--- src/rtl/npu_system_defines.sv ---
// npu_system_defines: logger snoop request types and the dump entry record.
package npu_system_defines;
  localparam int ADDR_WIDTH = 32;
  localparam int DATA_WIDTH = 512;
  typedef enum logic [2:0] {
    SNOOP_CORE,
    SNOOP_MEM,
    GET_CORE_EVENTS,
    GET_MEM_EVENTS,
    GET_EVENT_COUNTER
  } log_snoop_req_enum_t;
  typedef log_snoop_req_enum_t log_snoop_req_t;
  typedef struct packed {
    logic [ADDR_WIDTH-1:0] addr;
    logic [DATA_WIDTH-1:0] data;
    logic [ADDR_WIDTH-1:0] id;
    logic                  is_write;
    logic                  is_read;
    logic                  last;
  } log_dump_entry_t;
endpackage

--- src/rtl/npu_logger_snoop_ctrl_if.sv ---
// npu_logger_snoop_ctrl_if: host command, logger snoop/response and dump stream signals.
interface npu_logger_snoop_ctrl_if;
  import npu_system_defines::*;
  logic                  cmd_valid_i;
  logic                  cmd_ready_o;
  log_snoop_req_t        cmd_type_i;
  logic [ADDR_WIDTH-1:0] cmd_start_i;
  logic [ADDR_WIDTH-1:0] cmd_count_i;
  logic                  snoop_valid_o;
  log_snoop_req_t        snoop_request_o;
  logic [ADDR_WIDTH-1:0] snoop_addr_o;
  logic                  cl_valid_i;
  logic [ADDR_WIDTH-1:0] cl_req_addr_i;
  logic [DATA_WIDTH-1:0] cl_req_data_i;
  logic [ADDR_WIDTH-1:0] cl_req_id_i;
  logic                  cl_req_is_write_i;
  logic                  cl_req_is_read_i;
  logic                  dump_valid_o;
  logic                  dump_ready_i;
  logic [ADDR_WIDTH-1:0] dump_addr_o;
  logic [DATA_WIDTH-1:0] dump_data_o;
  logic [ADDR_WIDTH-1:0] dump_id_o;
  logic                  dump_is_write_o;
  logic                  dump_is_read_o;
  logic                  dump_last_o;
  logic                  done_o;
  logic                  protocol_err_o;
  modport slave (
    input  cmd_valid_i, cmd_type_i, cmd_start_i, cmd_count_i,
    input  cl_valid_i, cl_req_addr_i, cl_req_data_i, cl_req_id_i, cl_req_is_write_i, cl_req_is_read_i,
    input  dump_ready_i,
    output cmd_ready_o, snoop_valid_o, snoop_request_o, snoop_addr_o,
    output dump_valid_o, dump_addr_o, dump_data_o, dump_id_o, dump_is_write_o, dump_is_read_o, dump_last_o,
    output done_o, protocol_err_o
  );
  modport master (
    output cmd_valid_i, cmd_type_i, cmd_start_i, cmd_count_i,
    output cl_valid_i, cl_req_addr_i, cl_req_data_i, cl_req_id_i, cl_req_is_write_i, cl_req_is_read_i,
    output dump_ready_i,
    input  cmd_ready_o, snoop_valid_o, snoop_request_o, snoop_addr_o,
    input  dump_valid_o, dump_addr_o, dump_data_o, dump_id_o, dump_is_write_o, dump_is_read_o, dump_last_o,
    input  done_o, protocol_err_o
  );
endinterface

--- src/rtl/npu_logger_resp_fifo.sv ---
// npu_logger_resp_fifo: synchronous FIFO of dump entries with full/empty/count.
module npu_logger_resp_fifo import npu_system_defines::*; #(
  parameter int DEPTH = 4,
  localparam int AW = $clog2(DEPTH)
) (
  input  logic            clk,
  input  logic            reset,
  input  logic            push,
  input  logic            pop,
  input  log_dump_entry_t din,
  output log_dump_entry_t dout,
  output logic            full,
  output logic            empty,
  output logic [AW:0]     count
);
  log_dump_entry_t mem [DEPTH];
  logic [AW-1:0] wr, rd;
  logic do_push, do_pop;
  assign do_pop = pop && !empty;
  assign do_push = push && (!full || do_pop);
  assign full = count == (AW+1)'(DEPTH);
  assign empty = count == '0;
  assign dout = mem[rd];
  always_ff @(posedge clk)
    if (do_push) mem[wr] <= din;
  always_ff @(posedge clk or posedge reset)
    if (reset) begin
      wr <= '0;
      rd <= '0;
      count <= '0;
    end else begin
      wr <= wr + AW'(do_push);
      rd <= rd + AW'(do_pop);
      count <= count + (AW+1)'(do_push) - (AW+1)'(do_pop);
    end
endmodule

--- src/rtl/npu_logger_snoop_ctrl.sv ---
// npu_logger_snoop_ctrl: drains the core/mem transaction logger into a credit-limited dump stream.
module npu_logger_snoop_ctrl import npu_system_defines::*; #(
  parameter int LOG_SIZE = 512,
  parameter int FIFO_DEPTH = 4
) (
  input logic                    clk,
  input logic                    reset,
  npu_logger_snoop_ctrl_if.slave bus
);
  typedef enum logic [1:0] {IDLE, ISSUE, DRAIN, DONE} state_t;
  localparam int CW = $clog2(FIFO_DEPTH) + 1;
  state_t state, state_n;
  log_snoop_req_t req;
  logic [ADDR_WIDTH-1:0] start, eff_count, issued, received, cmd_count;
  logic is_range, credit, inflight, push, pop, full, empty, err;
  logic [CW-1:0] fifo_count;
  log_dump_entry_t in_entry, head;
  assign is_range = bus.cmd_type_i inside {SNOOP_CORE, SNOOP_MEM};
  assign cmd_count = !is_range ? ADDR_WIDTH'(1)
                   : bus.cmd_count_i > ADDR_WIDTH'(LOG_SIZE) ? ADDR_WIDTH'(LOG_SIZE) : bus.cmd_count_i;
  // a snoop is only issued if its response is guaranteed a FIFO slot
  assign credit = int'(fifo_count) + int'(inflight) < FIFO_DEPTH;
  assign bus.cmd_ready_o = state == IDLE;
  assign bus.snoop_valid_o = state == ISSUE && issued != eff_count && credit;
  assign bus.snoop_request_o = req;
  assign bus.snoop_addr_o = (start + issued) & ADDR_WIDTH'(LOG_SIZE - 1);
  assign bus.done_o = state == DONE;
  assign bus.protocol_err_o = err;
  assign push = bus.cl_valid_i && inflight;
  assign pop = !empty && bus.dump_ready_i;
  assign in_entry = '{bus.cl_req_addr_i, bus.cl_req_data_i, bus.cl_req_id_i,
                      bus.cl_req_is_write_i, bus.cl_req_is_read_i, received == eff_count - 1'b1};
  assign bus.dump_valid_o = !empty;
  assign bus.dump_addr_o = head.addr;
  assign bus.dump_data_o = head.data;
  assign bus.dump_id_o = head.id;
  assign bus.dump_is_write_o = head.is_write;
  assign bus.dump_is_read_o = head.is_read;
  assign bus.dump_last_o = head.last;
  npu_logger_resp_fifo #(.DEPTH(FIFO_DEPTH)) u_fifo (
    .clk, .reset, .push, .pop, .din(in_entry), .dout(head), .full, .empty, .count(fifo_count)
  );
  // DRAIN exits on the cycle the final entry pops so done follows the last beat directly
  always_comb begin
    state_n = IDLE;
    if (state == IDLE && bus.cmd_valid_i) state_n = cmd_count == '0 ? DONE : ISSUE;
    if (state == ISSUE) state_n = bus.snoop_valid_o && issued + 1'b1 == eff_count ? DRAIN : ISSUE;
    if (state == DRAIN) state_n = received == eff_count && int'(fifo_count) == int'(pop) ? DONE : DRAIN;
  end
  always_ff @(posedge clk or posedge reset)
    if (reset) begin
      state <= IDLE;
      req <= SNOOP_CORE;
      start <= '0;
      eff_count <= '0;
      issued <= '0;
      received <= '0;
      inflight <= 1'b0;
      err <= 1'b0;
    end else begin
      state <= state_n;
      inflight <= bus.snoop_valid_o;
      err <= err || (bus.cl_valid_i && !inflight) || (push && full && !pop);
      if (state == IDLE && bus.cmd_valid_i) begin
        req <= bus.cmd_type_i;
        start <= is_range ? bus.cmd_start_i : '0;
        eff_count <= cmd_count;
        issued <= '0;
        received <= '0;
      end else begin
        issued <= issued + ADDR_WIDTH'(bus.snoop_valid_o);
        received <= received + ADDR_WIDTH'(push);
      end
    end
endmodule

--- src/flat_wrapper.sv ---
// flat-port wrapper written by rule: the top's interface ports become plain ports
module npu_logger_snoop_ctrl_flat import npu_system_defines::*;
#(
  parameter int LOG_SIZE = 512,
  parameter int FIFO_DEPTH = 4
)
  (clk, reset, bus_cmd_valid_i, bus_cmd_type_i, bus_cmd_start_i, bus_cmd_count_i, bus_cl_valid_i, bus_cl_req_addr_i, bus_cl_req_data_i, bus_cl_req_id_i, bus_cl_req_is_write_i, bus_cl_req_is_read_i, bus_dump_ready_i, bus_cmd_ready_o, bus_snoop_valid_o, bus_snoop_request_o, bus_snoop_addr_o, bus_dump_valid_o, bus_dump_addr_o, bus_dump_data_o, bus_dump_id_o, bus_dump_is_write_o, bus_dump_is_read_o, bus_dump_last_o, bus_done_o, bus_protocol_err_o);
  npu_logger_snoop_ctrl_if bus_i ();
  input logic clk;
  input logic reset;
  input wire logic [$bits(bus_i.cmd_valid_i)-1:0] bus_cmd_valid_i;
  input wire logic [$bits(bus_i.cmd_type_i)-1:0] bus_cmd_type_i;
  input wire logic [$bits(bus_i.cmd_start_i)-1:0] bus_cmd_start_i;
  input wire logic [$bits(bus_i.cmd_count_i)-1:0] bus_cmd_count_i;
  input wire logic [$bits(bus_i.cl_valid_i)-1:0] bus_cl_valid_i;
  input wire logic [$bits(bus_i.cl_req_addr_i)-1:0] bus_cl_req_addr_i;
  input wire logic [$bits(bus_i.cl_req_data_i)-1:0] bus_cl_req_data_i;
  input wire logic [$bits(bus_i.cl_req_id_i)-1:0] bus_cl_req_id_i;
  input wire logic [$bits(bus_i.cl_req_is_write_i)-1:0] bus_cl_req_is_write_i;
  input wire logic [$bits(bus_i.cl_req_is_read_i)-1:0] bus_cl_req_is_read_i;
  input wire logic [$bits(bus_i.dump_ready_i)-1:0] bus_dump_ready_i;
  output wire logic [$bits(bus_i.cmd_ready_o)-1:0] bus_cmd_ready_o;
  output wire logic [$bits(bus_i.snoop_valid_o)-1:0] bus_snoop_valid_o;
  output wire logic [$bits(bus_i.snoop_request_o)-1:0] bus_snoop_request_o;
  output wire logic [$bits(bus_i.snoop_addr_o)-1:0] bus_snoop_addr_o;
  output wire logic [$bits(bus_i.dump_valid_o)-1:0] bus_dump_valid_o;
  output wire logic [$bits(bus_i.dump_addr_o)-1:0] bus_dump_addr_o;
  output wire logic [$bits(bus_i.dump_data_o)-1:0] bus_dump_data_o;
  output wire logic [$bits(bus_i.dump_id_o)-1:0] bus_dump_id_o;
  output wire logic [$bits(bus_i.dump_is_write_o)-1:0] bus_dump_is_write_o;
  output wire logic [$bits(bus_i.dump_is_read_o)-1:0] bus_dump_is_read_o;
  output wire logic [$bits(bus_i.dump_last_o)-1:0] bus_dump_last_o;
  output wire logic [$bits(bus_i.done_o)-1:0] bus_done_o;
  output wire logic [$bits(bus_i.protocol_err_o)-1:0] bus_protocol_err_o;
  assign bus_i.cmd_valid_i = bus_cmd_valid_i;
  assign bus_i.cmd_type_i = bus_cmd_type_i;
  assign bus_i.cmd_start_i = bus_cmd_start_i;
  assign bus_i.cmd_count_i = bus_cmd_count_i;
  assign bus_i.cl_valid_i = bus_cl_valid_i;
  assign bus_i.cl_req_addr_i = bus_cl_req_addr_i;
  assign bus_i.cl_req_data_i = bus_cl_req_data_i;
  assign bus_i.cl_req_id_i = bus_cl_req_id_i;
  assign bus_i.cl_req_is_write_i = bus_cl_req_is_write_i;
  assign bus_i.cl_req_is_read_i = bus_cl_req_is_read_i;
  assign bus_i.dump_ready_i = bus_dump_ready_i;
  assign bus_cmd_ready_o = bus_i.cmd_ready_o;
  assign bus_snoop_valid_o = bus_i.snoop_valid_o;
  assign bus_snoop_request_o = bus_i.snoop_request_o;
  assign bus_snoop_addr_o = bus_i.snoop_addr_o;
  assign bus_dump_valid_o = bus_i.dump_valid_o;
  assign bus_dump_addr_o = bus_i.dump_addr_o;
  assign bus_dump_data_o = bus_i.dump_data_o;
  assign bus_dump_id_o = bus_i.dump_id_o;
  assign bus_dump_is_write_o = bus_i.dump_is_write_o;
  assign bus_dump_is_read_o = bus_i.dump_is_read_o;
  assign bus_dump_last_o = bus_i.dump_last_o;
  assign bus_done_o = bus_i.done_o;
  assign bus_protocol_err_o = bus_i.protocol_err_o;
  npu_logger_snoop_ctrl #(.LOG_SIZE(LOG_SIZE), .FIFO_DEPTH(FIFO_DEPTH)) u_core (.clk(clk), .reset(reset), .bus(bus_i));
endmodule
--- config.mk ---
export PLATFORM = sky130hd
export DESIGN_NAME = npu_logger_snoop_ctrl_flat
export DESIGN_NICKNAME = d
export VERILOG_FILES = /design/src/rtl/npu_system_defines.sv /design/src/rtl/npu_logger_snoop_ctrl_if.sv /design/src/rtl/npu_logger_resp_fifo.sv /design/src/rtl/npu_logger_snoop_ctrl.sv /design/src/flat_wrapper.sv
export SDC_FILE = /design/constraint.sdc
export NUM_CORES = 2
export LEC_CHECK = 0
export CORE_MARGIN = 2
export CORE_UTILIZATION = 30
export CTS_CLUSTER_DIAMETER = 120
export CTS_CLUSTER_SIZE = 25
export DETAILED_ROUTE_END_ITERATION = 8
export MAX_ROUTING_LAYER = met4
export PLACE_DENSITY = 0.56
export SLEW_MARGIN = 20
export SYNTH_ARGS = -nofsm -noshare
export SYNTH_HDL_FRONTEND = slang
export SYNTH_SLANG_ARGS = --single-unit
--- constraint.sdc ---
create_clock -name clk -period 53 [get_ports clk]
set_input_delay 15.9 -clock clk [delete_from_list [all_inputs] [get_ports clk]]
set_output_delay 15.9 -clock clk [all_outputs]
set_load 0.02 [all_outputs]
* Word-level counts from Yosys, hierarchy flattened *
Memory sizes are Yosys's and may differ from the RTL's.
Cells that the tools add are included.

word-level totals
  memories kept = 1
  input bits = 650
  bits in writable memories = 2316
  word-level logic and storage cells = 71
  memory bits (read-only) = 0
  output and inout bits = 619
  flip-flop bits (word level) = 119
  bits in latches = 0

operators by class
  reductions and logical operators = 24
  bitwise operators = 0
  add/sub/neg operators = 10
  multiplexer cells = 13
  equal/unequal tests = 10
  div/mod/pow operators = 0
  order comparisons = 2
  shift-type cells = 0
  multiply operators = 0

memories
  name               words  width  read ports  clocked after Yosys merged registers in  wr ports  line                        text
  u_core.u_fifo.mem  4      579    1           0                                        1         npu_logger_resp_fifo.sv:16  log_dump_entry_t mem [DEPTH];

operators with widths
  operator               count
  $mux 32                4
  $eq 32x32->1           3
  $add 32x1->32          2
  $add 32x1->32 const B  1
  $gt 32x10->1 const B   1
  $logic_not 32->1       1
  $lt 32x4->1 const B    1
  $ne 32x32->1           1
  $sub 32x1->32 const B  1
  $logic_and 1x1->1      12
  $mux 2                 5
  $add 9x9->9            1
  $mux 9                 1
  $logic_not 3->1        2
  $add 2x1->2            2
  $add 3x1->4            1
  $eq 2x2->1 const B     2
  $logic_not 1->1        4
  $add 3x1->3            1
  $eq 3x1->1 const B     1
  $eq 3x2->1             1
  $eq 3x3->1 const B     1
  $logic_or 1x1->1       3
  $mux 1                 3
  other kinds (4)        4

* Depth between registers and ports, before layout *
  depth after elaboration = 8
  depth in mapped cells = 15

* By module *
Synthesis repeated with hierarchy kept, for this count alone.

unflattened totals
  cells, all modules = 3964
  area total of the unflattened synthesis = 91724.2 um^2

modules (own cells, without submodules)
  module                 area an instance (um^2)  cells each  times used  seq. area each (um^2)
  npu_logger_resp_fifo   83899.2                  3057        1           69721.9
  npu_logger_snoop_ctrl  7825.0                   907         1           2802.7

* Worst setup path after synthesis *
Ideal clock, no wire load.

  path kind = input port to flip-flop
  from = in bus_dump_ready_i
  to = mem u_core.u_fifo.mem[0][0] (netlist bit) (enable)
  cell stages on the path = 4
  path slack = -4178 ps
  arrival time = 54944 ps
  path buffers = 0
  cell sequence = o41ai_1 > inv_1 > nand2_1 > nor3_1

on the way
  cells in the longest elaborated chain, start to end = 6

RTL lines
  what                          line                         text
  start, declared               flat_wrapper.sv:21           input wire logic [$bits(bus_i.dump_ready_i)-1:0] bus_dump_ready_i;
  $logic_and 1x1->1             npu_logger_snoop_ctrl.sv:30  assign pop = !empty && bus.dump_ready_i;
  $logic_and 1x1->1             npu_logger_resp_fifo.sv:19   assign do_pop = pop && !empty;
  $logic_or 1x1->1              npu_logger_resp_fifo.sv:20   assign do_push = push && (!full || do_pop);
  $logic_and 1x1->1             npu_logger_resp_fifo.sv:20
  $mux 1                        npu_logger_resp_fifo.sv:25   if (do_push) mem[wr] <= din;
  $mux 1 (not written as such)  npu_logger_resp_fifo.sv:25
  end, declared                 npu_logger_resp_fifo.sv:16

Every way passes these cells.

* Worst setup path after layout *
  from = reg u_core.u_fifo.rd[0]
  to = out bus_dump_data_o[160]

on the way
  cells in the longest elaborated chain, start to end = 1

RTL lines
  what                    line                        text
  start, declared         npu_logger_resp_fifo.sv:17  logic [AW-1:0] wr, rd;
  start signal, assigned  npu_logger_resp_fifo.sv:33  rd <= rd + AW'(do_pop);
  $mem_v2 4x579           --
  end, declared           flat_wrapper.sv:28          output wire logic [$bits(bus_i.dump_data_o)-1:0] bus_dump_data_o;

Every way passes these cells.

==> out/results.ini <==
[run_status]
status=finished, final reports clean

[place]
place_congestion=0.848
hpwl_um=176000
io_buffers=1222

[cts]
cts_tree=built
cts_inserted_buffers=118
cts_setup_buffers=0
clock-sinks=2435
root_buffer=clkbuf_16
path_clk_slew_ns=0.09
hold_buffers=0
postCtsResizedCells=0
h-tree-depth=3
clk_latency_ns=0.90
cts_max_path_buffers=4

[routing]
first_iter_violations=3630
drc_errors=0
viasPerCell=4.74
wl_per_cell_um=27.2
routed_wl_um=252000
firstDrtPassIters=5
vias=43900
antenna_left=0

[sta]
tightestPinTransition_ns=1.00
slew_viol_final=0
setup_tns_ns=0
slew_headroom_pct=33.3
max_freq_mhz=46.8
setup_viol_count_final=0
finalClockSkew_ns=0.0657
fin_crit_ns=21.36
hold_violations=0
rsz0062_at_grt=no
finalCritPeriodShare_pct=40.3

[cells_and_area]
nFillCells=27500
fin_nets=5865
multi_input_comb_area_mm2=0.0177
regArea_mm2=0.0725
area_growth_pct=22.6
drive_gt1_share_pct=15.5

[global_routing]
track_usage_pct=16.4
grt_max_degree=119
gr-max-usage-layer=met2
antenna_found_initial=125
grt_use_met2_pct=26.8
grt_util_met1_pct=18.6
grt_pass1_vias=45100
overflow=0
grt_pass1_wl_um=349000
grt.met3_usage_pct=6.77

[setup_path]
max_stage_delay_ns=0.89
cpMostUsedCell=buf_4
cp.arrival_ns=5.46
cp.required_ns=37.10
crit_path_end_kind=primary output
crit_chain=buf_4 -> buf_4 -> buf_4 -> mux4_2 -> clkdlybuf4s50_1
path_class=flip-flop to primary output
startpoint_type=flip-flop
critPathMaxFanout=42
critPathSlowestCell=dfrtp_4

[synthesis]
synth.distinct_cells=63
synth_top_area_share_pct=76.4
yosys_register_bits=2435
synth_warnings=0
yosysTopAreaCell=edfxtp_1
syn-cell-area_mm2=0.0911
ys_seq_area_share_pct=79.6
synth-edff-count=2316
yosys_most_used_dff=edfxtp_1
postSynthCellCount=3959
async_flop_share_pct=4.89
synth.area.top_cells=edfxtp_1, mux4_2, dfrtp_1
synth_area_per_cell_um2=23.0

[power]
p_per_area_mw_per_mm2=51.4
ir_drop_mv=0.0461
power_mw=5.74
p_leak_nw=34.9

[floorplanning]
design.core.area_mm2=0.303
io-pin-count=1269
die-area_mm2=0.308
die_w_um=555
rows=202
initial_core_util_pct=30.1
die_h_um=555

[hold_path]
worstHoldPathType=flip-flop to flip-flop

[run]
cap_violations=0

## per-stage QoR
step | instances | cell area, um2 | worst slack [ns] | hold WS (ns) | util, %
floorplan | 3981 | 91100 | 11.17 | 0.443 | -
global placement | 9051 | 108000 | 31.80 | 0.458 | 35.7
detailed placement | 9051 | 108000 | 31.90 | 0.453 | 35.7
CTS | 9202 | 111000 | 31.28 | 0.486 | 36.8
global route | 9260 | 112000 | 31.14 | 0.506 | 36.9
finish | 9267 | 112000 | 31.64 | 0.480 | 36.9
## sequential cells by signal (all words and copies together) (netlist names)
register                    cells
u_core.u_fifo.mem            2316
u_core.issued                  32
u_core.eff_count               32
u_core.start                    9
u_core.u_fifo.rd                2
u_core.state                    2
u_core.u_fifo.wr                2
u_core.u_fifo.count             3
u_core.inflight                 1
u_core.bus.snoop_request_o      3
u_core.bus.protocol_err_o       1
u_core.received                32
## final timing paths
check | depth (start not counted) | startpoint | endpoint | slack, ns
worst max-delay path | 5 | u_core.u_fifo.rd[0] | bus_dump_data_o[160] | 31.64
worst min-delay path | 1 | u_core.bus.protocol_err_o | u_core.bus.protocol_err_o | 0.48
worst max register to register | 9 | u_core.inflight | u_core.u_fifo.mem[0][291] | 47.97
worst min register to register | 1 | u_core.bus.protocol_err_o | u_core.bus.protocol_err_o | 0.48
max in group asynchronous | 3 | reset | u_core.eff_count[13] | 36.35
min in group asynchronous | 2 | reset | u_core.bus.snoop_request_o[1] | 15.55
## per-layer routing
layer,wire length [um],vias up
met1,95700,23200
li1,-,18900
met4,5230,0
met5,0,-
met3,25900,325
met2,125000,1444
## layout by cell type, fill, tap and decap left out, types with 7 or more instances in the layout
cell type           n
clkbuf_16         119
dfrtp_1           117
nor4_1             22
edfxtp_1         2316
and2_1             32
clkdlybuf4s50_1  1222
nor2_1             95
nand2_1            89
nand4_1            33
inv_1              28
mux4_2            579
xor2_1             61
and4_1              8
nor3_1             23
conb_1             23
a22o_1              7
or3_1              15
clkbuf_1           14
diode_2            64
xnor2_1            90
and3_1             15
a21oi_1            34
o21ai_0            34
ha_1               19
buf_4              67
nand3_1            47
## cell usage after synthesis, types with 9 or more instances
master / n
edfxtp_1: 2316
mux4_2: 579
dfrtp_1: 119
clkbuf_1: 107
nor2_1: 97
xnor2_1: 90
nand2_1: 89
buf_1: 62
xor2_1: 61
nand3_1: 47
a21oi_1: 34
o21ai_0: 34
and2_1: 33
nand4_1: 33
inv_1: 29
nor3_1: 24
buf_4: 23
nor4_1: 22
ha_1: 19
and3_1: 16
or3_1: 15
buf_2: 9
## cell type report
class,count,area share (%)
flip-flops and latches,2435,65.0
repair buffers,1296,11.5
clock inverters,18,0.233
well taps,3978,4.46
diodes,64,0.143
multi-input cells,1314,15.8
clock buffers,133,2.71
inverters,29,0.102
## worst max-delay path, delay by kind of cell, from the launching register on
family	cells	cell delay [ns]
buffers and inverters	4	2.94
DFF	1	0.89
muxes	1	0.62
## logic make-up (layout without fill, tap and decap cells)
family	count (synthesis)	count (layout)	share of synthesized area, %
AOI/OAI and AO/OA	113	113	0.761
xor gates and xnor gates	151	151	1.45
adders and majority gates	21	21	0.305
buffers and inverters	232	1476	1.07
DFF	2435	2435	79.6
muxes	583	583	14.4
other	1	87	0.00412
and+or+nand+nor	423	423	2.39
## power breakdown
group	total [mW]	leakage (nW)	switching, mW	internal [mW]
Clock	1.01	1.61	0.595	0.415
Sequential	2.49	22.6	0.0859	2.40
Combinational	2.24	10.7	1.26	0.984
No activity file was read; power rests on OpenSTA's default activity.
